File: src/rtl/r200_hazard_ctl_if.sv
// ID-stage hazard control bundle: decode-side inputs, branch/writeback status and pipeline control outputs.
// The pipeline (master) drives the instruction fields; the hazard controller (slave) drives the controls.
interface r200_hazard_ctl_if;
    logic        id_valid;
    logic [4:0]  id_rs1addr;
    logic [4:0]  id_rs2addr;
    logic        id_uses_rs1;
    logic        id_uses_rs2;
    logic [4:0]  id_rdaddr;
    logic        id_regwr;
    logic        id_isbr;
    logic        id_willjmp;
    logic        br_resolve;
    logic        br_taken;
    logic        wb_regwr;
    logic [4:0]  wb_rdaddr;
    logic        stall;
    logic        bubble;
    logic        flush;
    logic        redirect;
    logic        id_fire;
    logic [31:0] pending;

    modport master (
        output id_valid, id_rs1addr, id_rs2addr, id_uses_rs1, id_uses_rs2,
               id_rdaddr, id_regwr, id_isbr, id_willjmp,
               br_resolve, br_taken, wb_regwr, wb_rdaddr,
        input  stall, bubble, flush, redirect, id_fire, pending
    );

    modport slave (
        input  id_valid, id_rs1addr, id_rs2addr, id_uses_rs1, id_uses_rs2,
               id_rdaddr, id_regwr, id_isbr, id_willjmp,
               br_resolve, br_taken, wb_regwr, wb_rdaddr,
        output stall, bubble, flush, redirect, id_fire, pending
    );
endinterface

File: src/rtl/r200_hazard_ctl.sv
// R200 hazard controller: register scoreboard, RAW stall and branch/jump flush sequencing.
// Define R200_WB_BYPASS_EN to let a same-cycle writeback clear a RAW hazard.
module r200_hazard_ctl (
    input  logic             clk,
    input  logic             rst_n,
    r200_hazard_ctl_if.slave hz
);
    typedef enum logic [1:0] {
        RUN     = 2'd0,
        BR_WAIT = 2'd1,
        FLUSH   = 2'd2
    } state_t;

    state_t      state;
    logic [31:0] pending_q;
    logic [31:0] set_mask;
    logic [31:0] clr_mask;
    logic [31:0] pend_view;
    logic        rs1_hit;
    logic        rs2_hit;
    logic        hazard;
    logic        br_take_now;
    logic        stall;
    logic        bubble;
    logic        flush;
    logic        redirect;
    logic        fire;

    always_comb begin
        clr_mask = '0;
        if (hz.wb_regwr)
            clr_mask[hz.wb_rdaddr] = 1'b1;
    end

`ifdef R200_WB_BYPASS_EN
    // The register file writes before it reads, so a retiring writer's value is already visible.
    assign pend_view = pending_q & ~clr_mask;
`else
    assign pend_view = pending_q;
`endif

    assign rs1_hit     = hz.id_uses_rs1 && (hz.id_rs1addr != 5'd0) && pend_view[hz.id_rs1addr];
    assign rs2_hit     = hz.id_uses_rs2 && (hz.id_rs2addr != 5'd0) && pend_view[hz.id_rs2addr];
    assign hazard      = rs1_hit || rs2_hit;
    assign br_take_now = hz.br_resolve && hz.br_taken;

    always_comb begin
        // NOTE: every output gets a default before the case so no path can infer a latch.
        stall    = 1'b0;
        bubble   = 1'b1;
        flush    = 1'b0;
        redirect = 1'b0;
        fire     = 1'b0;
        if (rst_n) begin
            unique case (state)
                RUN: begin
                    if (hz.id_valid) begin
                        stall  = hazard;
                        bubble = hazard;
                        fire   = !hazard;
                    end
                end
                BR_WAIT: begin
                    // Release the PC on a taken resolve so it can load the branch target.
                    stall    = !br_take_now;
                    redirect = br_take_now;
                end
                FLUSH: flush = 1'b1;
                default: ;
            endcase
        end
    end

    always_comb begin
        set_mask = '0;
        if (fire && hz.id_regwr && (hz.id_rdaddr != 5'd0))
            set_mask[hz.id_rdaddr] = 1'b1;
    end

    // NOTE: state and scoreboard are sequential, so they use non-blocking assignments only.
    always_ff @(posedge clk or negedge rst_n) begin
        if (!rst_n) begin
            // NOTE: the scoreboard is control state, not storage, so it must be cleared on reset.
            state     <= RUN;
            pending_q <= '0;
        end else begin
            // Set is applied after clear so a fresh writer outlives an older retiring one.
            pending_q <= ((pending_q & ~clr_mask) | set_mask) & ~32'h1;
            unique case (state)
                RUN: begin
                    if (fire && hz.id_willjmp)
                        state <= FLUSH;
                    else if (fire && hz.id_isbr)
                        state <= BR_WAIT;
                end
                BR_WAIT: begin
                    if (hz.br_resolve)
                        state <= hz.br_taken ? FLUSH : RUN;
                end
                FLUSH:   state <= RUN;
                default: state <= RUN;
            endcase
        end
    end

    assign hz.stall    = stall;
    assign hz.bubble   = bubble;
    assign hz.flush    = flush;
    assign hz.redirect = redirect;
    assign hz.id_fire  = fire;
    assign hz.pending  = pending_q;
endmodule

File: src/flat_wrapper.sv
// flat-port wrapper written by rule: the top's interface ports become plain ports
module r200_hazard_ctl_flat 
  (clk, rst_n, hz_id_valid, hz_id_rs1addr, hz_id_rs2addr, hz_id_uses_rs1, hz_id_uses_rs2, hz_id_rdaddr, hz_id_regwr, hz_id_isbr, hz_id_willjmp, hz_br_resolve, hz_br_taken, hz_wb_regwr, hz_wb_rdaddr, hz_stall, hz_bubble, hz_flush, hz_redirect, hz_id_fire, hz_pending);
  r200_hazard_ctl_if hz_i ();
  input  logic clk;
  input  logic rst_n;
  input wire logic [$bits(hz_i.id_valid)-1:0] hz_id_valid;
  input wire logic [$bits(hz_i.id_rs1addr)-1:0] hz_id_rs1addr;
  input wire logic [$bits(hz_i.id_rs2addr)-1:0] hz_id_rs2addr;
  input wire logic [$bits(hz_i.id_uses_rs1)-1:0] hz_id_uses_rs1;
  input wire logic [$bits(hz_i.id_uses_rs2)-1:0] hz_id_uses_rs2;
  input wire logic [$bits(hz_i.id_rdaddr)-1:0] hz_id_rdaddr;
  input wire logic [$bits(hz_i.id_regwr)-1:0] hz_id_regwr;
  input wire logic [$bits(hz_i.id_isbr)-1:0] hz_id_isbr;
  input wire logic [$bits(hz_i.id_willjmp)-1:0] hz_id_willjmp;
  input wire logic [$bits(hz_i.br_resolve)-1:0] hz_br_resolve;
  input wire logic [$bits(hz_i.br_taken)-1:0] hz_br_taken;
  input wire logic [$bits(hz_i.wb_regwr)-1:0] hz_wb_regwr;
  input wire logic [$bits(hz_i.wb_rdaddr)-1:0] hz_wb_rdaddr;
  output wire logic [$bits(hz_i.stall)-1:0] hz_stall;
  output wire logic [$bits(hz_i.bubble)-1:0] hz_bubble;
  output wire logic [$bits(hz_i.flush)-1:0] hz_flush;
  output wire logic [$bits(hz_i.redirect)-1:0] hz_redirect;
  output wire logic [$bits(hz_i.id_fire)-1:0] hz_id_fire;
  output wire logic [$bits(hz_i.pending)-1:0] hz_pending;
  assign hz_i.id_valid = hz_id_valid;
  assign hz_i.id_rs1addr = hz_id_rs1addr;
  assign hz_i.id_rs2addr = hz_id_rs2addr;
  assign hz_i.id_uses_rs1 = hz_id_uses_rs1;
  assign hz_i.id_uses_rs2 = hz_id_uses_rs2;
  assign hz_i.id_rdaddr = hz_id_rdaddr;
  assign hz_i.id_regwr = hz_id_regwr;
  assign hz_i.id_isbr = hz_id_isbr;
  assign hz_i.id_willjmp = hz_id_willjmp;
  assign hz_i.br_resolve = hz_br_resolve;
  assign hz_i.br_taken = hz_br_taken;
  assign hz_i.wb_regwr = hz_wb_regwr;
  assign hz_i.wb_rdaddr = hz_wb_rdaddr;
  assign hz_stall = hz_i.stall;
  assign hz_bubble = hz_i.bubble;
  assign hz_flush = hz_i.flush;
  assign hz_redirect = hz_i.redirect;
  assign hz_id_fire = hz_i.id_fire;
  assign hz_pending = hz_i.pending;
  r200_hazard_ctl u_core (.clk(clk), .rst_n(rst_n), .hz(hz_i));
endmodule
File: config.mk
export PLATFORM = sky130hd
export DESIGN_NAME = r200_hazard_ctl_flat
export DESIGN_NICKNAME = d
export VERILOG_FILES = /design/src/rtl/r200_hazard_ctl_if.sv /design/src/rtl/r200_hazard_ctl.sv /design/src/flat_wrapper.sv
export SDC_FILE = /design/constraint.sdc
export NUM_CORES = 1
export LEC_CHECK = 0
export BUFFER_PORTS_ARGS = -buffer_cell sky130_fd_sc_hd__buf_2
export CORE_ASPECT_RATIO = 1.5
export CORE_UTILIZATION = 50
export CTS_CLUSTER_SIZE = 10
export DETAILED_ROUTE_END_ITERATION = 7
export GPL_TIMING_DRIVEN = 0
export PLACE_DENSITY = 0.79
export SETUP_SLACK_MARGIN = 0.4
export SLEW_MARGIN = 20
export SYNTH_ARGS = -nofsm -noshare
export SYNTH_HDL_FRONTEND = slang
export SYNTH_SLANG_ARGS = --single-unit
File: constraint.sdc
create_clock -name clk -period 3.11 [get_ports clk]
set_input_delay 0.1555 -clock clk [delete_from_list [all_inputs] [get_ports clk]]
set_output_delay 0.1555 -clock clk [all_outputs]
set_load 0.05 [all_outputs]
==> results.sh <==
export IMPL_outcome="finished clean"
export IMPL_relSlewSlack=0.486
export IMPL_criticalPathCategory="reg2out"
export IMPL_overflow=0
export IMPL_grt_pass1_vias=2183
export IMPL_critPathBufInv=3
export IMPL_synth_edff_count=0
export IMPL_period_minus_slack_ps=2830
export IMPL_power_density_nw_per_um2=471
export IMPL_h_tree_depth=2
export IMPL_multiInputGateArea_um2=1360
export IMPL_worst_path_largest_cell_delay_ps=480
export IMPL_num_io_pins=68
export IMPL_gp_congestion=0.888
export IMPL_num_vias=2322
export IMPL_finalHoldViolations=0
export IMPL_synth_warning_count=0
export IMPL_clockBufferDepth=2
export IMPL_worstPathRequired_ps=2950
export IMPL_ant_nets=0
export IMPL_nFillCells=286
export IMPL_start_kind="register"
export IMPL_min_path_type="in2reg"
export IMPL_cts_buffers=5
export IMPL_grt_max_degree=39
export IMPL_drtPass1Iterations=6
export IMPL_synth_area_leaders="dfrtp_1, mux4_2, o31ai_1, o21ai_0, nand3b_1"
export IMPL_worst_ir_drop_vdd_mv=0.394
export IMPL_die_area_um2=4580
export IMPL_holdWs_ps=90.6
export IMPL_fin_tns_setup_ps=0
export IMPL_syn_inst=202
export IMPL_area_growth_pct=35.7
export IMPL_layout_commonest_cell="buf_2"
export IMPL_synth_nets=233
export IMPL_antenna_cells=0
export IMPL_yosys_register_bits=33
export IMPL_grt_met1_usage=0.359
export IMPL_rsz0062_at_grt="true"
export IMPL_num_rows=28
export IMPL_synth_top_cell_area_share=0.383
export IMPL_path_cells="mux4_2 > mux4_2 > nand2b_4 > a32o_2 > buf_6 > buf_8 > a32o_1 > buf_6"
export IMPL_synthArstFlopShare=1.00
export IMPL_antenna_found_initial=0
export IMPL_clk_latency_ps=290
export IMPL_grt_total_usage=0.320
export IMPL_use_met3=0.0639
export IMPL_finalSetupViolations=0
export IMPL_ys_flop_type="dfrtp_1"
export IMPL_clk_pin_slew_ps=60
export IMPL_totalWireLength_mm=7.46
export IMPL_numPortBuffers=61
export IMPL_setup_worst_path_start="u_core.hz.pending[13]"
export IMPL_routedWlPerCell_um=22.3
export IMPL_max_cap_violations=0
export IMPL_cts_tree="done"
export IMPL_hpwlAfterDp_mm=4.77
export IMPL_yosys_area_top_type="dfrtp_1"
export IMPL_nets=320
export IMPL_r2r_start="u_core.hz.pending[13]"
export IMPL_hp_start="hz_br_resolve"
export IMPL_syn_area_um2=2160
export IMPL_grt_pass1_wl_mm=10.9
export IMPL_drive_gt1_frac=0.476
export IMPL_use_met2=0.590
export IMPL_cp_top_family="multiplexers"
export IMPL_die_w_um=55.6
export IMPL_ys_seq_area_frac=0.383
export IMPL_final_cell_mix="buf_2, o21ai_0, dfrtp_1"
export IMPL_max_slew_worst_pin_slew_ps=769
export IMPL_cp_arrival_ps=2680
export IMPL_syn_area_per_cell_um2=10.7
export IMPL_drc=0
export IMPL_finClkSkew_ps=8.42
export IMPL_die_y_um=82.4
export IMPL_initial_utilization=0.535
export IMPL_clock_sinks=33
export IMPL_crit_fanout=5
export IMPL_drv_slew=0
export IMPL_slowest_stage="mux4_2"
export IMPL_ff_latch_area_um2=837
export IMPL_ys_types=40
export IMPL_cts_root_buf="clkbuf_8"
export IMPL_via_per_inst=6.93
export IMPL_core_area_um2=4030
export IMPL_grt_busiest_layer="met2"
export IMPL_period_share=0.911
export IMPL_worstSetupEndpointType="output port"
export IMPL_p_leak_nw=1.29
export IMPL_initialDrtViolationCount=231
export IMPL_max_freq_mhz=353
[sequential cells by signal (all words and copies together) (netlist names)]
signal             flops
u_core.hz.pending     31
u_core.state           2
[synth_stat cells (all sizes together), types with 4 or more instances]
| cell | instances |
|---|---|
| dfrtp | 33 |
| o21ai | 31 |
| o31ai | 29 |
| nand2 | 16 |
| mux4 | 15 |
| nand3b | 9 |
| buf | 7 |
| nand3 | 7 |
| nor2 | 7 |
| nor2b | 5 |
| clkbuf | 4 |
| nand2b | 4 |
| or3b | 4 |
[worst register-to-register path, delay by kind of cell, from the launching register on]
| kind | cells | cell delay (ps) |
|---|---|---|
| muxes | 2 | 950 |
| DFF | 1 | 410 |
| and+or+nand+nor | 1 | 150 |
| AOI/OAI and AO/OA | 2 | 660 |
| buffers and inverters | 3 | 410 |
[worst paths after layout]
check	slack (ps)	cells after the start	endpoint
setup / recovery	280	8	hz_stall
min in group asynchronous	400	2	u_core.hz.pending[22]
max in group asynchronous	2330	2	u_core.hz.pending[11]
hold reg to reg	570	2	u_core.hz.pending[5]
setup reg to reg	410	8	u_core.hz.pending[28]
hold / removal	90	2	u_core.state[0]
[per-layer routing]
| layer | routed length (um) | vias up |
|---|---|---|
| met4 | 266 | 0 |
| met3 | 749 | 34 |
| li1 | - | 980 |
| met2 | 3960 | 198 |
| met1 | 2480 | 1110 |
| met5 | 0 | - |
[cell type report]
type	count	share of cell area
buffer	11	0.0342
clock buffer	8	0.0308
inverter	2	0.00257
multi-input combinational	156	0.464
sequential	33	0.286
tap	45	0.0192
timing repair buffer	80	0.163
[through the flow]
stage | instance area (um2) | setup WS, ps | total power, mW | util | std cells
final | 2930 | 276 | 1.38 | 0.726 | 335
after global routing | 2930 | 224 | 1.42 | 0.726 | 335
after CTS | 2780 | 297 | 1.33 | 0.691 | 334
after detailed placement | 2540 | 412 | 0.960 | 0.630 | 308
after global placement | 2540 | 475 | 0.952 | 0.630 | 308
after floorplan | 2170 | 406 | 0.828 | - | 202
[power breakdown]
group	total, mW	internal [mW]	switching [mW]
sequential	0.511	0.473	0.0385
combinational	0.530	0.189	0.342
clock	0.335	0.180	0.155
[kinds of logic after synthesis]
| group | count (synthesis) | share of synthesized area |
|---|---|---|
| DFF | 33 | 0.383 |
| and+or+nand+nor | 63 | 0.169 |
| AOI/OAI and AO/OA | 73 | 0.223 |
| buffers and inverters | 13 | 0.0424 |
| muxes | 19 | 0.180 |
| other | 1 | 0.00174 |
[what timing repair did]
item,4_1_cts,5_1_grt
endpoints found under the setup margin,3,27
gates resized for setup,9,24
pin swaps,1,2
hold buffers,1,0
buffers inserted,17,1
endpoints found under the hold margin,33,0
Note: power is estimated with default switching activity, not from simulation.
